File: src/rtl/uart_pkg.sv
// Shared UART receive definitions: FSM states, oversampling constants and parity helper.
package uart_pkg;

    typedef enum logic [2:0] {
        StIdle,
        StStart,
        StData,
        StParity,
        StStop,
        StDone
    } rx_state_e;

    localparam int unsigned OVERSAMPLE = 16;
    localparam int unsigned MID_SAMPLE = 7;
    localparam int unsigned DATA_BITS  = 8;

    localparam logic [3:0] TickLast = 4'(OVERSAMPLE - 1);
    localparam logic [3:0] TickMid  = 4'(MID_SAMPLE);
    localparam logic [2:0] BitLast  = 3'(DATA_BITS - 1);

    // High when the received data plus parity bit disagree with the selected parity sense.
    function automatic logic parity_mismatch(input logic [DATA_BITS-1:0] byte_i,
                                             input logic par_i, input logic odd_i);
        return (^byte_i) ^ par_i ^ odd_i;
    endfunction

endpackage

File: src/rtl/sync_2ff.sv
// Two-flop synchronizer for a single asynchronous input, with selectable reset value.
module sync_2ff #(
    parameter bit ResetVal = 1'b0
) (
    input  logic clk_i,
    input  logic rst_ni,
    input  logic d_i,
    output logic q_o
);

    logic meta_q;
    logic sync_q;

    always_ff @(posedge clk_i or negedge rst_ni) begin
        if (!rst_ni) begin
            meta_q <= ResetVal;
            sync_q <= ResetVal;
        end else begin
            meta_q <= d_i;
            sync_q <= meta_q;
        end
    end

    assign q_o = sync_q;

endmodule

File: src/rtl/uart_rx_controller.sv
// UART receive sequencer: start detection, 16x bit-centre sampling, shift strobes,
// parity/stop checking and a one-cycle valid strobe with error flags.
module uart_rx_controller
    import uart_pkg::*;
#(
    parameter bit PARITY_EN  = 1'b1,
    parameter bit PARITY_ODD = 1'b0
) (
    input  logic                 clk,
    input  logic                 reset,
    input  logic                 Rx_EN,
    input  logic                 Rx_sample_ENABLE,
    input  logic                 RxD,
    input  logic [DATA_BITS-1:0] shiftData,
    output logic                 shiftEnable,
    output logic                 data,
    output logic [DATA_BITS-1:0] Rx_DATA,
    output logic                 Rx_VALID,
    output logic                 Rx_FERROR,
    output logic                 Rx_PERROR
);

    rx_state_e            state_q;
    logic [3:0]           tick_cnt_q;
    logic [2:0]           bit_cnt_q;
    logic                 par_bit_q;
    logic                 stop_bit_q;
    logic [DATA_BITS-1:0] rx_data_q;
    logic                 rx_valid_q;
    logic                 rx_ferror_q;
    logic                 rx_perror_q;

    sync_2ff #(
        .ResetVal (1'b1)
    ) u_sync_rxd (
        .clk_i  (clk),
        .rst_ni (reset),
        .d_i    (RxD),
        .q_o    (data)
    );

    // Combinational so the strobe lands in the same cycle as the tick the shift register sees.
    assign shiftEnable = Rx_EN && Rx_sample_ENABLE && (state_q == StData) &&
                         (tick_cnt_q == TickLast);

    always_ff @(posedge clk or negedge reset) begin
        if (!reset) begin
            state_q     <= StIdle;
            tick_cnt_q  <= '0;
            bit_cnt_q   <= '0;
            par_bit_q   <= 1'b0;
            stop_bit_q  <= 1'b0;
            rx_data_q   <= '0;
            rx_valid_q  <= 1'b0;
            rx_ferror_q <= 1'b0;
            rx_perror_q <= 1'b0;
        end else begin
            rx_valid_q <= 1'b0;
            if (!Rx_EN) begin
                state_q    <= StIdle;
                tick_cnt_q <= '0;
                bit_cnt_q  <= '0;
            end else begin
                unique case (state_q)
                    StIdle: begin
                        if (Rx_sample_ENABLE && !data) begin
                            state_q    <= StStart;
                            tick_cnt_q <= '0;
                        end
                    end
                    StStart: begin
                        if (Rx_sample_ENABLE) begin
                            if (tick_cnt_q == TickMid) begin
                                tick_cnt_q <= '0;
                                bit_cnt_q  <= '0;
                                state_q    <= data ? StIdle : StData;
                            end else begin
                                tick_cnt_q <= tick_cnt_q + 4'd1;
                            end
                        end
                    end
                    StData: begin
                        if (Rx_sample_ENABLE) begin
                            // 4-bit counter wraps 15 -> 0 on its own at each bit centre.
                            tick_cnt_q <= tick_cnt_q + 4'd1;
                            if (tick_cnt_q == TickLast) begin
                                bit_cnt_q <= bit_cnt_q + 3'd1;
                                if (bit_cnt_q == BitLast) begin
                                    state_q <= PARITY_EN ? StParity : StStop;
                                end
                            end
                        end
                    end
                    StParity: begin
                        if (Rx_sample_ENABLE) begin
                            tick_cnt_q <= tick_cnt_q + 4'd1;
                            if (tick_cnt_q == TickLast) begin
                                par_bit_q <= data;
                                state_q   <= StStop;
                            end
                        end
                    end
                    StStop: begin
                        if (Rx_sample_ENABLE) begin
                            tick_cnt_q <= tick_cnt_q + 4'd1;
                            if (tick_cnt_q == TickLast) begin
                                stop_bit_q <= data;
                                state_q    <= StDone;
                            end
                        end
                    end
                    StDone: begin
                        rx_data_q   <= shiftData;
                        rx_ferror_q <= ~stop_bit_q;
                        rx_perror_q <= PARITY_EN & parity_mismatch(shiftData, par_bit_q, PARITY_ODD);
                        rx_valid_q  <= 1'b1;
                        state_q     <= StIdle;
                    end
                    default: begin
                        state_q <= StIdle;
                    end
                endcase
            end
        end
    end

    assign Rx_DATA   = rx_data_q;
    assign Rx_VALID  = rx_valid_q;
    assign Rx_FERROR = rx_ferror_q;
    assign Rx_PERROR = rx_perror_q;

endmodule

File: config.mk
export PLATFORM = sky130hd
export DESIGN_NAME = uart_rx_controller
export DESIGN_NICKNAME = d
export VERILOG_FILES = /design/src/rtl/uart_pkg.sv /design/src/rtl/sync_2ff.sv /design/src/rtl/uart_rx_controller.sv
export SDC_FILE = /design/constraint.sdc
export NUM_CORES = 1
export LEC_CHECK = 0
export BUFFER_PORTS_ARGS = -buffer_cell sky130_fd_sc_hd__clkbuf_2
export CORE_ASPECT_RATIO = 1.4
export CORE_MARGIN = 5
export CORE_UTILIZATION = 53
export DETAILED_ROUTE_END_ITERATION = 6
export PLACE_DENSITY = 0.77
export SYNTH_ARGS = -nofsm -noshare
export SYNTH_HDL_FRONTEND = slang
export SYNTH_SLANG_ARGS = --single-unit
File: constraint.sdc
create_clock -name clk -period 2 [get_ports clk]
set_input_delay 0.1 -clock clk [delete_from_list [all_inputs] [get_ports clk]]
set_output_delay 0.1 -clock clk [all_outputs]
set_load 0.01 [all_outputs]
# Word level (Yosys, flattened, before mapping)
# Cells that the tools add are included.
# totals
register_bits	25
inputBits	13
output_inout_bits	13
wordCells	77
# op_classes
n_addsub	2
eq_ne	21
mux	27
n_bitwise	2
n_reduce_logical	14
# ops
op	n
3-bit two-way mux	16
3-bit != test (second input constant)	8
4-bit two-way mux	5
3-bit one-hot mux with 5 select lines	1
4-bit one-hot mux with 3 select lines	1
4-bit AND reduction	3
10-bit AND reduction	1
3-bit equality test (second input constant)	3
3-bit by 2-bit != test with 1-bit output (second input constant)	3
8-bit XOR reduction	1
3-bit by 2-bit equality test with 1-bit output (second input constant)	2
3-bit one-hot mux with 2 select lines	1
5-bit AND reduction	1
4-bit by 1-bit adder with 4-bit output (second input constant)	1
4-bit by 3-bit equality test with 1-bit output (second input constant)	1
4-bit equality test (second input constant)	1
1-bit logical AND	4
4-bit by 2-bit != test with 1-bit output (second input constant)	1
3-bit by 1-bit adder with 3-bit output (second input constant)	1
3-bit by 1-bit equality test with 1-bit output (second input constant)	1
3-bit zero test	1
3-bit by 1-bit != test with 1-bit output (second input constant)	1
3-bit OR reduction	1
1-bit two-way mux	2
other kinds (5)	5

# Logic depth before layout (Yosys ltp)
# Gate-level depths: netlist (run 1).
# depth
ltp_word	6
mapped_depth	7
mapped_depth_nobuf	7

# Hierarchy
# Synthesis (run 1) repeated with hierarchy kept, for this count alone.
# unflattened
hier_cells	120
hier_area_um2	1378.8
# modules_own_cells
mod	instances	cells_each	area_each_um2	seq_area_each_um2
uart_rx_controller	1	118	1326.3	575.6
sync_2ff	1	2	52.6	52.6

# Least setup slack after synthesis (run 1)
# OpenSTA, ideal clock, no wires.
# synth_timing
path_type	register to register
startpoint	register tick_cnt_q[0]
endpoint	register par_bit_q
setup_ps	125
arrival_time_ps	1500
t_required_ps	1875
path_slack_ps	375
path_stages_with_launch	7
path_buffers	0
period_less_slack_ps	1625
cell_sequence	dfrtp_1 > ha_1 > nand3b_1 > o21bai_1 > a21o_1 > nor3b_2 > mux2_4
# synth_between
elab_chain_cells	2
# synth_lines
item	line	text
start, declared	uart_rx_controller.sv:24	logic [3:0] tick_cnt_q;
start signal, assigned	uart_rx_controller.sv:78	tick_cnt_q <= tick_cnt_q + 4'd1;
start signal, assigned	uart_rx_controller.sv:85	tick_cnt_q <= tick_cnt_q + 4'd1;
start signal, assigned	uart_rx_controller.sv:96	tick_cnt_q <= tick_cnt_q + 4'd1;
4-bit equality test	uart_rx_controller.sv:97	if (tick_cnt_q == TickLast) begin
4-bit AND reduction (no line)	n/a	
end signal, assigned	uart_rx_controller.sv:98	par_bit_q <= data;
end, declared	uart_rx_controller.sv:26	logic par_bit_q;
# No other way between the ends.
# A chain may end at the register's enable or synchronous reset.

# Final worst setup path (run 1)
# layout_timing
startpoint	register tick_cnt_q[0]
endpoint	output shiftEnable
# layout_between
elab_chain_cells	2
# layout_lines
item	line	text
4-bit equality test	uart_rx_controller.sv:44	(tick_cnt_q == TickLast);
1-bit logical AND	uart_rx_controller.sv:43	assign shiftEnable = Rx_EN && Rx_sample_ENABLE && (state_q == StData) &&
end, declared	uart_rx_controller.sv:15	output logic shiftEnable,
# No other way between the ends.

==> results.cfg, run 1 <==
[final_layout]
n_antenna_cell = 0
drive_above_1_share = 0.265
layout.cells.non_filler = 204
area_growth_pct = 20.2
fin_nets = 187

[logic_synthesis]
yosysTopAreaCellShare = 0.435
synth_edf_count = 0
synth_cells = 137
syn_area_sq_um = 1320
yosys-top-cells-count = nand2_1 (33), dfrtp_1 (23), xnor2_1 (7), a21oi_1 (5), nor2_1 (5)
synth-async-reset-ratio = 1.00
synth_top_area_cell = dfrtp_1
yosysSeqAreaShare = 0.474
synth_fp_nets = 153
synth_cell_types = 41
yosys-top-cells-area = dfrtp_1 (43%), nand2_1 (9.4%), xnor2_1 (4.6%)
yosys_most_used_dff = dfrtp_1
ys_warn_count = 0
postSynthAreaPerCell_sq_um = 9.66
synth_most_common_cell = nand2_1
synth_seq_cells = 25

[die]
die_x_um = 52.2
fp.coreArea_sq_um = 2390
die_h_um = 69.1
rows = 21
start_util = 0.554
num_io_pins = 26
design.die.area_sq_um = 3610

[drt]
antenna_left = 0
vias = 1134
drt_iter0_markers = 33
drc = 0
wl_per_cell_um = 13.6
routed_wl_um = 2770
via_per_inst = 5.56
drt-pass1-iter-count = 4

[timing]
min_period_over_period = 0.936
tightest_slew_ns = 0.614
setup_viol = 0
fin_skew_ns = 0.00504
fin_crit_ns = 1.87
fmax_ghz = 0.534
drv_slew = 0
rsz0062_at_grt = false
slew_headroom = 0.591
setup_tns_ns = 0
finalHoldViolCount = 0
hold_slack_ns = 0.00826

[placed_design]
place.gp.congestion = 0.833
place_inst = 191
io_buffer_count = 25
dp_hpwl_um = 2000

[clock_tree]
htreeDepth = 1
worstSkewPairLatency_ns = 0.32
cts_made_buffers = 3
root_buffer = clkbuf_4
cts_sinks = 25
cts.path.max_buffers = 2
clk_pin_slew_ns = 0.13
cts_tree = built

[critical_path]
path_max_fanout = 7
crit_required_ns = 1.90
crit_path_end_kind = output pin
start_kind = flip-flop
reg2reg_depth = 6
critPathArrivalTime_ns = 1.77
critPathKind = flip-flop to output pin

[global_route]
grt_pass1_wl_um = 4840
overflow = 0
antenna_found_initial = 0
grt_max_degree = 26
grt_use_total = 0.174
grt_pass1_vias = 1134

[power]
p_leak_uw = 0.000769
irDropWorstVdd_uv = 622
fin_total_pwr_uw = 1240
power_density_nw_per_um2 = 781

[min_path]
timing.hold.worst_path_depth = 3
hp-class = input port to flip-flop

[flow_run]
drv_cap = 0

[run_status]
status = completed
## cell type report
class                   count  area [sq um]
repair buffers             35           223
flip-flops and latches     25           628
multi-input cells         100           649
well taps                  34          42.5
inverters                   6          22.5
fillers                   199           800
clock buffers               4          26.3
## worst paths after layout
check	from	end	slack, ns
max	tick_cnt_q[0]$_DFFE_PN0P_	shiftEnable	0.13
min reg2reg	u_sync_rxd.meta_q$_DFF_PN1_	u_sync_rxd.q_o$_DFF_PN1_	0.36
min in group asynchronous	reset	Rx_DATA[4]$_DFFE_PN0P_	0.30
max reg2reg	tick_cnt_q[0]$_DFFE_PN0P_	par_bit_q$_DFFE_PN0P_	0.21
min	shiftData[4]	Rx_DATA[4]$_DFFE_PN0P_	0.008
max in group asynchronous	reset	Rx_DATA[0]$_DFFE_PN0P_	1.30
## repair_timing
action / in CTS / in global routing
setup buffers: 0 / 0
hold buffers: 9 / 0
endpoints found under the hold margin: 31 / 0
endpoints found under the setup margin: 1 / 1
gates resized for setup: 1 / 1
## metal layers
layer  wire, um  GRT usage  up-vias
met1       1080      0.185      525
met4         81     0.0852        0
met3        144     0.0259       13
met5          0          0        -
met2       1460      0.316       56
li1           -          -      540
## worst max-delay path, stage by stage, from the launching register on
cell	delay, ns
dfrtp_1	0.41
ha_2	0.25
and3_1	0.21
nand2_1	0.12
nor4_4	0.26
clkbuf_2	0.20
## report_power, final
part	total (uW)	switching, uW	internal [uW]	leakage [uW]
logic	391	203	189	0.000425
clock network	224	146	78.2	0.0000150
registers	628	77.9	550	0.000329
total	1240	426	817	0.000769
## cell usage in the layout, fill, tap and decap left out, types with 2 or more instances in the layout
cell type       n
dfrtp_1        23
a22o_1          4
a21o_1          2
a21oi_1         5
nand3_1         4
and3_1          2
dfstp_2         2
nor2_1          5
ha_1            2
clkbuf_2       25
nand2b_1        3
o21ai_0         2
clkbuf_4        3
o22ai_1         3
inv_1           4
a31oi_1         4
dlygate4sd3_1   9
o21ai_1         2
inv_2           2
nand2_1        33
xnor2_1         7
mux2_2          2
## stage by stage
stage | util | setup slack, ns | instance area [sq um]
after floorplan | - | 0.375 | 1320
after global placement | 0.612 | 0.281 | 1460
after detailed placement | 0.612 | 0.205 | 1460
after CTS | 0.665 | 0.0798 | 1590
after global routing | 0.666 | 0.0332 | 1590
final | 0.666 | 0.128 | 1590
## cell families (layout without fill, tap and decap cells)
| logic type | after synthesis | in the layout | share of synthesized area |
|---|---|---|---|
| simple gates | 57 | 57 | 0.215 |
| mux | 4 | 4 | 0.0369 |
| flops | 25 | 25 | 0.474 |
| xor+xnor | 8 | 8 | 0.0529 |
| fa+ha+maj | 3 | 3 | 0.0284 |
| buf+inv | 12 | 45 | 0.0435 |
| compound gates | 28 | 28 | 0.149 |
## flip-flops by register name, indices dropped and copies added, names as in the netlist
| register | count |
|---|---|
| u_sync_rxd.meta_q | 1 |
| stop_bit_q | 1 |
| Rx_PERROR | 1 |
| Rx_FERROR | 1 |
| Rx_DATA | 8 |
| bit_cnt_q | 3 |
| state_q | 3 |
| Rx_VALID | 1 |
| u_sync_rxd.q_o | 1 |
| par_bit_q | 1 |
| tick_cnt_q | 4 |
Note: power is estimated with default switching activity, not from simulation.
==> run 2: changes to the inputs <==
--- a/config.mk
+++ b/config.mk
@@ -6,5 +6,5 @@
 export NUM_CORES = 1
 export LEC_CHECK = 0
-export BUFFER_PORTS_ARGS = -buffer_cell sky130_fd_sc_hd__clkbuf_2
+export BUFFER_PORTS_ARGS = -buffer_cell sky130_fd_sc_hd__buf_2
 export CORE_ASPECT_RATIO = 1.4
 export CORE_MARGIN = 5
==> constraint.sdc (replaced) <==
create_clock -name clk -period 2 [get_ports clk]
set_input_delay 0.3 -clock clk [delete_from_list [all_inputs] [get_ports clk]]
set_output_delay 0.3 -clock clk [all_outputs]
set_load 0.01 [all_outputs]
==> run 2 against run 1 <==
Sequential cell count is the same. Worst hold slack gained 0.054 ns. Fmax shrank 4.2%. Die area is the same. Clock power shrank 3%.
==> results.cfg, run 2 (synthesized netlist as in run 1, its figures left out) <==
[drt]
vias = 1119
wl_met2_um = 1540
drt_iter0_markers = 51
top_layer = met4
drt-pass1-iter-count = 4
via_per_inst = 5.57
wl_per_cell_um = 14.6
drc = 0
wl_met3_um = 189
routed_wl_um = 2930
antenna_left = 0
met1_length_um = 1050

[die]
rows = 21
die_h_um = 69.1
fp.coreArea_sq_um = 2390
num_io_pins = 26
design.die.area_sq_um = 3610
start_util = 0.554
die_x_um = 52.2

[timing]
fmax_ghz = 0.512
setup_viol = 0
setup_tns_ns = 0
rsz0062_at_grt = false
tightest_slew_ns = 0.536
fin_crit_ns = 1.95
min_period_over_period = 0.977
fin_skew_ns = 0.00226
drv_slew = 0
finalHoldViolCount = 0
slew_headroom = 0.643

[final_layout]
layout_commonest_cell = nand2_1
largest_register_ffs = 8
area_growth_pct = 18.6
drive_above_1_share = 0.329
mostFrequentLayoutCells = nand2_1 (32), buf_2 (25), dfrtp_1 (21)
fin_nets = 184
n_antenna_cell = 0
layout.cells.non_filler = 201

[run_status]
status = completed

[clock_tree]
cts_sinks = 25
root_buffer = clkbuf_4
clk_pin_slew_ns = 0.12
htreeDepth = 1
cts_tree = built
cts.path.max_buffers = 2
cts_made_buffers = 3
worstSkewPairLatency_ns = 0.32

[min_path]
hp-class = input port to flip-flop
timing.hold.worst_path_depth = 1
whs_endpoint = u_sync_rxd.meta_q$_DFF_PN1_
hold_start = RxD

[critical_path]
rrSetupSlack_ns = 0.16
cp_top_family = simple AND/OR/NAND/NOR gates
r2r-end = par_bit_q$_DFFE_PN0P_
crit_required_ns = 1.70
critPathArrivalTime_ns = 1.65
cp_slowest_cell = dfrtp_2
worst-path-buf-inv = 2
reg2reg_depth = 7
critPathKind = flip-flop to output pin
reg2reg_from = tick_cnt_q[1]$_DFFE_PN0P_
crit_path_end_kind = output pin
start_kind = flip-flop
max_stage_delay_ns = 0.46
path_cells = inv_1, nand2_1, nor4_4, buf_2
path_max_fanout = 6

[power]
p_leak_uw = 0.000763
irDropWorstVdd_uv = 574
power_density_nw_per_um2 = 798
fin_total_pwr_uw = 1250

[flow_run]
drv_cap = 0

[global_route]
grt_use_total = 0.180
grt_max_degree = 26
grt_pass1_vias = 1080
overflow = 0
grt_pass1_wl_um = 4920
antenna_found_initial = 0

[placed_design]
io_buffer_count = 25
place.gp.congestion = 0.861
place_inst = 190
dp_hpwl_um = 2050
[run 2: cell count changes in the layout (fill, tap and decap cells not counted), moves of 2 or more]
cell / change
dlygate4sd3_1: -8
buf_4: +5
clkbuf_2: -25
dfrtp_1: -2
dfrtp_2: +2
buf_2: +25
[run 2: area by class of cell]
class,instances,area [sq um]
fillers,204,821
multi-input cells,100,667
flip-flops and latches,25,631
repair buffers,32,180
well taps,34,42.5
clock buffers,3,22.5
inverters,6,22.5
clock inverters,1,5.00
[run 2: report_power, final]
part	internal, uW	total, uW	switching, uW
logic	190	401	212
clock network	75.0	218	143
registers	552	634	82.0
[run 2: worst max-delay path by stage]
stage	slack, ns	end	startpoint	depth (start not counted)
final	0.05	shiftEnable	state_q[2]$_DFFE_PN0P_	4
after global routing	0.008	shiftEnable	state_q[2]$_DFFE_PN0P_	4
after CTS	0.003	shiftEnable	tick_cnt_q[1]$_DFFE_PN0P_	5
after detailed placement	0.20	par_bit_q$_DFFE_PN0P_	tick_cnt_q[0]$_DFFE_PN0P_	6
after global placement	0.25	shiftEnable	tick_cnt_q[0]$_DFFE_PN0P_	5
after floorplan	0.37	par_bit_q$_DFFE_PN0P_	tick_cnt_q[0]$_DFFE_PN0P_	6
[run 2: timing repair]
item                                    in CTS  in global routing
resized for setup                            6                  1
hold buffers                                 1                  0
endpoints found under the setup margin       1                  1
buffers inserted                             3                  3
pin swaps                                    2                  1
hold endpoints to repair                    23                  0
[run 2: routing by layer]
| layer | vias to the layer above | GRT usage |
|---|---|---|
| met3 | 17 | 0.0194 |
| met5 | - | 0 |
| met1 | 514 | 0.194 |
| met4 | 0 | 0.111 |
| met2 | 56 | 0.320 |
| li1 | 532 | - |
[run 2: stage by stage]
step                      hold slack, ns   util  area, sq um  worst slack (ns)
after global placement             0.312  0.609         1460             0.248
after CTS                         0.0562  0.647         1550           0.00292
after global routing              0.0381  0.657         1570           0.00757
final                             0.0620  0.657         1570            0.0453
after detailed placement           0.313  0.609         1460             0.200
after floorplan                  0.00441      -         1320             0.375
